`config.mk`:
```
export PLATFORM = sky130hd
export DESIGN_NAME = axi_master_arbiter
export DESIGN_NICKNAME = d
export VERILOG_FILES = /design/src/rtl/axi_master_arbiter.sv
export SDC_FILE = /design/constraint.sdc
export NUM_CORES = 1
export LEC_CHECK = 0
export BUFFER_PORTS_ARGS = -buffer_cell sky130_fd_sc_hd__buf_4
export CELL_PAD_IN_SITES_DETAIL_PLACEMENT = 0
export CELL_PAD_IN_SITES_GLOBAL_PLACEMENT = 1
export CORE_MARGIN = 5
export CORE_UTILIZATION = 33
export CTS_BUF_LIST = sky130_fd_sc_hd__clkbuf_2
export CTS_CLUSTER_DIAMETER = 30
export CTS_CLUSTER_SIZE = 16
export DETAILED_ROUTE_END_ITERATION = 12
export PLACE_DENSITY_LB_ADDON = 0.1
export RECOVER_POWER = 25
export SLEW_MARGIN = 30
export SYNTH_ARGS = -nofsm -noshare
export SYNTH_HDL_FRONTEND = slang
export SYNTH_SLANG_ARGS = --single-unit
```
`constraint.sdc`:
```
create_clock -name M_AXI_ACLK -period 2.45 [get_ports M_AXI_ACLK]
set_input_delay 0.245 -clock M_AXI_ACLK [delete_from_list [all_inputs] [get_ports M_AXI_ACLK]]
set_output_delay 0.245 -clock M_AXI_ACLK [all_outputs]
set_load 0.01 [all_outputs]
```
`src/rtl/axi_master_arbiter.sv`:
```
// Round-robin arbiter sharing one axi_master command port among NUM_REQ requesters.
// Grant to start pulse is 1 cycle and done to rsp_valid is 1 cycle; requesters hold req_valid until req_ready pulses.
module axi_master_arbiter #(
  parameter int NUM_REQ            = 4,
  parameter int C_M_AXI_DATA_WIDTH = 32,
  parameter int C_M_AXI_ADDR_WIDTH = 32,
  parameter int TIMEOUT_CYCLES     = 1024
) (
  input  logic                                    M_AXI_ACLK,
  input  logic                                    M_AXI_ARESETN,
  input  logic [NUM_REQ-1:0]                      req_valid,
  input  logic [NUM_REQ-1:0]                      req_write,
  input  logic [NUM_REQ*C_M_AXI_ADDR_WIDTH-1:0]   req_addr,
  input  logic [NUM_REQ*C_M_AXI_DATA_WIDTH-1:0]   req_wdata,
  output logic [NUM_REQ-1:0]                      req_ready,
  output logic [NUM_REQ-1:0]                      rsp_valid,
  output logic [C_M_AXI_DATA_WIDTH-1:0]           rsp_rdata,
  output logic                                    rsp_err,
  output logic                                    busy,
  output logic [C_M_AXI_ADDR_WIDTH-1:0]           addr,
  output logic [C_M_AXI_DATA_WIDTH-1:0]           write_data,
  output logic                                    start_write,
  output logic                                    start_read,
  input  logic                                    done,
  input  logic [C_M_AXI_DATA_WIDTH-1:0]           read_data
);
  localparam int DW = C_M_AXI_DATA_WIDTH;
  localparam int AW = C_M_AXI_ADDR_WIDTH;
  localparam int GW = (NUM_REQ > 1) ? $clog2(NUM_REQ) : 1;
  localparam int CW = (TIMEOUT_CYCLES > 1) ? $clog2(TIMEOUT_CYCLES + 1) : 1;
  localparam logic [CW-1:0] CNT_LAST   = CW'((TIMEOUT_CYCLES > 0) ? TIMEOUT_CYCLES - 1 : 0);
  localparam logic [GW-1:0] GRANT_INIT = GW'(NUM_REQ - 1);

  typedef enum logic [1:0] {IDLE, ISSUE, WAIT, RESP} state_t;

  state_t            state, state_nxt;
  logic [GW-1:0]     grant, grant_nxt;
  logic [GW-1:0]     last_grant, last_grant_nxt;
  logic              wr_flag, wr_nxt;
  logic [CW-1:0]     cnt, cnt_nxt;
  logic [AW-1:0]     addr_nxt;
  logic [DW-1:0]     wdata_nxt, rdata_nxt;
  logic              start_write_nxt, start_read_nxt, err_nxt, busy_nxt;
  logic [NUM_REQ-1:0] ready_nxt, rspv_nxt;
  logic              found;
  logic [GW-1:0]     pick, cand;

  always_ff @(posedge M_AXI_ACLK or negedge M_AXI_ARESETN) begin
    if (!M_AXI_ARESETN) begin
      state       <= IDLE;
      grant       <= '0;
      last_grant  <= GRANT_INIT;
      wr_flag     <= 1'b0;
      cnt         <= '0;
      addr        <= '0;
      write_data  <= '0;
      start_write <= 1'b0;
      start_read  <= 1'b0;
      req_ready   <= '0;
      rsp_valid   <= '0;
      rsp_rdata   <= '0;
      rsp_err     <= 1'b0;
      busy        <= 1'b0;
    end else begin
      state       <= state_nxt;
      grant       <= grant_nxt;
      last_grant  <= last_grant_nxt;
      wr_flag     <= wr_nxt;
      cnt         <= cnt_nxt;
      addr        <= addr_nxt;
      write_data  <= wdata_nxt;
      start_write <= start_write_nxt;
      start_read  <= start_read_nxt;
      req_ready   <= ready_nxt;
      rsp_valid   <= rspv_nxt;
      rsp_rdata   <= rdata_nxt;
      rsp_err     <= err_nxt;
      busy        <= busy_nxt;
    end
  end

  always_comb begin
    state_nxt       = state;
    grant_nxt       = grant;
    last_grant_nxt  = last_grant;
    wr_nxt          = wr_flag;
    cnt_nxt         = cnt;
    addr_nxt        = addr;
    wdata_nxt       = write_data;
    rdata_nxt       = rsp_rdata;
    err_nxt         = rsp_err;
    start_write_nxt = 1'b0;
    start_read_nxt  = 1'b0;
    ready_nxt       = '0;
    rspv_nxt        = '0;
    found           = 1'b0;
    pick            = '0;
    cand            = '0;

    // Search upward from last_grant+1 with wrap; the last grant gets lowest priority.
    for (int off = 1; off <= NUM_REQ; off++) begin
      cand = GW'((int'(last_grant) + off) % NUM_REQ);
      if (!found && req_valid[cand]) begin
        found = 1'b1;
        pick  = cand;
      end
    end

    // Outputs are registered, so pulses for the next state are computed here.
    case (state)
      IDLE: begin
        if (found) begin
          grant_nxt       = pick;
          addr_nxt        = req_addr[int'(pick)*AW +: AW];
          wdata_nxt       = req_wdata[int'(pick)*DW +: DW];
          wr_nxt          = req_write[pick];
          ready_nxt[pick] = 1'b1;
          start_write_nxt = req_write[pick];
          start_read_nxt  = !req_write[pick];
          state_nxt       = ISSUE;
        end
      end
      ISSUE: begin
        cnt_nxt   = '0;
        state_nxt = WAIT;
      end
      WAIT: begin
        if (done) begin
          rdata_nxt       = wr_flag ? '0 : read_data;
          err_nxt         = 1'b0;
          rspv_nxt[grant] = 1'b1;
          state_nxt       = RESP;
        end else if (TIMEOUT_CYCLES != 0 && cnt == CNT_LAST) begin
          rdata_nxt       = '0;
          err_nxt         = 1'b1;
          rspv_nxt[grant] = 1'b1;
          state_nxt       = RESP;
        end else begin
          cnt_nxt = cnt + 1'b1;
        end
      end
      RESP: begin
        last_grant_nxt = grant;
        state_nxt      = IDLE;
      end
      default: state_nxt = IDLE;
    endcase

    busy_nxt = (state_nxt != IDLE);
  end
endmodule

```
==> results.json, run 1 <==
{
  "outcome": "stopped before the end",
  "stop_stage": "clock tree synthesis",
  "tool.error": "[ERROR RSZ-0060] Max buffer count reached.",
  "synthFlopType": "dfrtp_1",
  "synthArstFlopShare_pct": 100,
  "port_buffers": 406,
  "hold_buffers": 292,
  "cts_buffer_depth": 2,
  "synth.area.mux_share_pct": 19.4,
  "synthesis.area_sq_um": 7340,
  "die_h_um": 159,
  "synth_cell_types": 44,
  "synth_fa_ha_area_share_pct": 0.853,
  "place_ws_ps": 337,
  "postSynthCellCount": 776,
  "synth-seq-area-share_pct": 43.0,
  "dp_hpwl_mm": 21.7,
  "root_buffer": "clkbuf_2",
  "synth_edf_count": 0,
  "rows": 54,
  "boundaryPins": 407,
  "synth_warnings": 0,
  "synthSimpleGateAreaFrac_pct": 20.0,
  "start_util_pct": 33.5,
  "synth_area_leader_cell": "dfrtp_1",
  "synth_top_family_by_area": "simple AND/OR/NAND/NOR gates",
  "synth_compound_area_share_pct": 11.1,
  "cts.sinks": 126,
  "synthXorXnorAreaFrac_pct": 0.358,
  "post-cts-setup-buffer-count": 0,
  "cts_buffers": 17,
  "synth_top_area_share_pct": 42.3,
  "ys_top_cells_by_count": "nand2_1, nand3_1, dfrtp_1, mux2_2, mux2i_1",
  "cts_max_level": 4,
  "cts_resized": 0,
  "synth_seq_cells": 126,
  "yosys-top-cells-area": "dfrtp_1, mux2_2, mux2i_1",
  "synth.avg_cell_area_sq_um": 9.45,
  "synth_most_common_cell": "nand2_1",
  "finalWeightedCongestion": 0.823,
  "syn-num-nets": 1080,
  "die_w_um": 159
}
kinds of logic after synthesis:
logic type               after synthesis
XOR/XNOR                               3
AO/OA/AOI/OAI                        118
multiplexers                         134
buffers and inverters                 73
AND/OR/NAND/NOR                      317
adder cells (fa/ha/maj)                5
flip-flops                           126
stage by stage:
step	cell area, sq um	hold WS, ps	instances
after floorplan	7340	-50.6	776
after global placement	10800	299	1422
after detailed placement	10800	306	1422
==> run 2: changes to the inputs <==
Settings changed: CELL_PAD_IN_SITES_DETAIL_PLACEMENT 0 to default, CELL_PAD_IN_SITES_GLOBAL_PLACEMENT 1 to default, CORE_UTILIZATION 33 to 30, CTS_BUF_LIST sky130_fd_sc_hd__clkbuf_2 to default, CTS_CLUSTER_DIAMETER 30 to default, CTS_CLUSTER_SIZE 16 to default, PLACE_DENSITY_LB_ADDON 0.1 to 0.15.
==> results.json, run 2 <==
{
  "fin_ws_ps": 314,
  "cts_resized": 0,
  "fin_crit_ps": 2140,
  "ys_top_cells_by_count": "nand2_1, nand3_1, dfrtp_1, mux2_2, mux2i_1",
  "synth_seq_cells": 126,
  "synth.avg_cell_area_sq_um": 9.45,
  "synth_area_leader_cell": "dfrtp_1",
  "start_util_pct": 30.3,
  "fin_area_sq_um": 11400,
  "p_leak_nw": 5.29,
  "grt.total_usage_pct": 19.8,
  "peakVddDrop_v": 0.000451,
  "cp.buffers_inverters": 2,
  "synth_top_area_share_pct": 42.3,
  "r2r-start": "last_grant[0]",
  "place_ws_ps": 283,
  "synth_top_family_by_area": "simple AND/OR/NAND/NOR gates",
  "die_w_um": 166,
  "dp_hpwl_mm": 21.4,
  "root_buffer": "clkbuf_16",
  "slew_violations": 0,
  "path_cells": "nand2b_2 > a21boi_1 > nor3_4 > buf_12 > buf_12 > mux2i_1 > o211ai_1",
  "synthFlopType": "dfrtp_1",
  "maxCapViolations": 0,
  "finalCritPeriodShare_pct": 87.2,
  "layout_common_cells": "buf_4, nand2_1, nand3_1",
  "r2r_end": "write_data[29]",
  "min_to": "rsp_rdata[17]",
  "boundaryPins": 407,
  "final_core_util_pct": 47.2,
  "fmax_ghz": 0.468,
  "max_stage_delay_ps": 540,
  "ant_nets": 0,
  "fin_skew_ps": 12.3,
  "r2r_cells": 7,
  "port_buffers": 406,
  "synthArstFlopShare_pct": 100,
  "cp-end-kind": "flop",
  "cts_buffer_depth": 2,
  "synthSimpleGateAreaFrac_pct": 20.0,
  "wl_mm": 28.1,
  "synth_cell_types": 44,
  "cts_tree": "yes",
  "rsz0062_at_grt": "false",
  "yosys-top-cells-area": "dfrtp_1, mux2_2, mux2i_1",
  "antenna_found_initial": 0,
  "cts_max_level": 4,
  "post-cts-setup-buffer-count": 0,
  "synthXorXnorAreaFrac_pct": 0.358,
  "clk_pin_slew_ps": 60,
  "postSynthCellCount": 776,
  "path_common_cell": "buf_12",
  "worstPathRequired_ps": 2720,
  "setup_viol": 0,
  "outcome": "finished clean",
  "hp-start": "read_data[17]",
  "power_density_nw_per_um2": 1120,
  "area_delta_synth_final_pct": 55.5,
  "grt_pass1_vias": 7467,
  "crit_slowest_cell": "dfstp_2",
  "insertion_delay_ps": 410,
  "synth_most_common_cell": "nand2_1",
  "cp_max_fo": 17,
  "worstSetupPathType": "reg2reg",
  "critPathTopFamily": "flip-flops",
  "core_area_sq_um": 24200,
  "via_per_inst": 4.84,
  "whs_path_depth": 3,
  "diodes": 0,
  "synth_fa_ha_area_share_pct": 0.853,
  "maxSlewHeadroom_pct": 29.1,
  "vias": 7213,
  "synth_compound_area_share_pct": 11.1,
  "placed_area_sq_um": 10800,
  "rows": 57,
  "syn-num-nets": 1080,
  "layout_commonest_cell": "buf_4",
  "synthesis.area_sq_um": 7340,
  "grt_overflow": 0,
  "finalWeightedCongestion": 0.844,
  "min_path_type": "in2reg",
  "grt_start_max_net_pins": 71,
  "drtIter0Drc": 422,
  "reg_top3": "addr x32, rsp_rdata x32, write_data x32",
  "critical_path_arrival_ps": 2410,
  "final_layout_size_suffix_gt1_share_pct": 45.9,
  "synth-seq-area-share_pct": 43.0,
  "wire_per_inst_um": 18.9,
  "hold_viol": 0,
  "crit_start": "last_grant[0]",
  "grt_pass1_wl_mm": 43.7,
  "cts.sinks": 126,
  "die_area_sq_um": 27700,
  "synth.area.mux_share_pct": 19.4,
  "die_h_um": 166,
  "route.detailed.drc": 0,
  "synth_edf_count": 0,
  "firstDrtPassIters": 6,
  "tns_ps": 0,
  "start_kind": "flop",
  "worst_slew_pin_slew_ps": 1060,
  "synth_warnings": 0,
  "reg2reg_slack_ps": 310,
  "cts_buffers": 17,
  "fin_nets": 1458
}
[run 2: cell counts after synthesis]
Identical to the previous run, type by type.
[run 2: stage by stage]
| step | std cells | power [mW] | hold slack [ps] |
|---|---|---|---|
| floorplan | 776 | 7.37 | -50.6 |
| global placement | 1458 | 10.4 | 190 |
| detailed placement | 1458 | 10.5 | 189 |
| CTS | 1489 | 13.0 | 65.4 |
| global route | 1489 | 13.7 | 83.9 |
| finish | 1489 | 12.8 | 93.0 |
[run 2: worst max-delay path by stage]
stage / cells after the start / end / slack (ps)
6_report: 7 / write_data[29] / 310
5_1_grt: 7 / wr_flag / 160
4_1_cts: 7 / wr_flag / 310
3_5_place_dp: 8 / addr[21] / 280
3_3_place_gp: 7 / write_data[26] / 320
2_1_floorplan: 8 / cnt[9] / 520
[run 2: timing repair]
| item | CTS | global route |
|---|---|---|
| endpoints found under the hold margin | 40 | 0 |
| hold buffers | 1 | 0 |
| setup endpoints to repair | 0 | 0 |
[run 2: power breakdown]
group / internal [mW] / switching, mW / total [mW] / leakage (nW)
logic: 3.19 / 3.54 / 6.73 / 3.40
clock network: 1.54 / 0.946 / 2.49 / 0.274
registers: 3.03 / 0.545 / 3.58 / 1.61
[run 2: tightest hold or removal path, cell delays in order]
cell     delay [ps]
buf_4           100
nand2_1          40
o21ai_0          60
[run 2: logic make-up (layout without fill, tap and decap cells)]
group,after synthesis,in the layout
simple gates,317,317
mux,134,134
flops,126,126
compound gates,118,118
buf+inv,73,462
fa+ha+maj,5,5
xor+xnor,3,3
[run 2: layout make-up]
cell class,count,area [sq um]
clock buffer,20,457
clock inverter,10,115
fill,2332,12800
inverter,4,15.0
multi-input combinational,577,3830
sequential,126,3160
tap,324,405
timing repair buffer,428,3430
[run 2: routing by layer]
layer / track usage, % / share of wire [%]
met5: 0 / 0
met4: 6.47 / 2.7
met3: 5.81 / 7.1
met2: 33.4 / 49
met1: 24.4 / 41
Note: power is estimated with default switching activity, not from simulation.
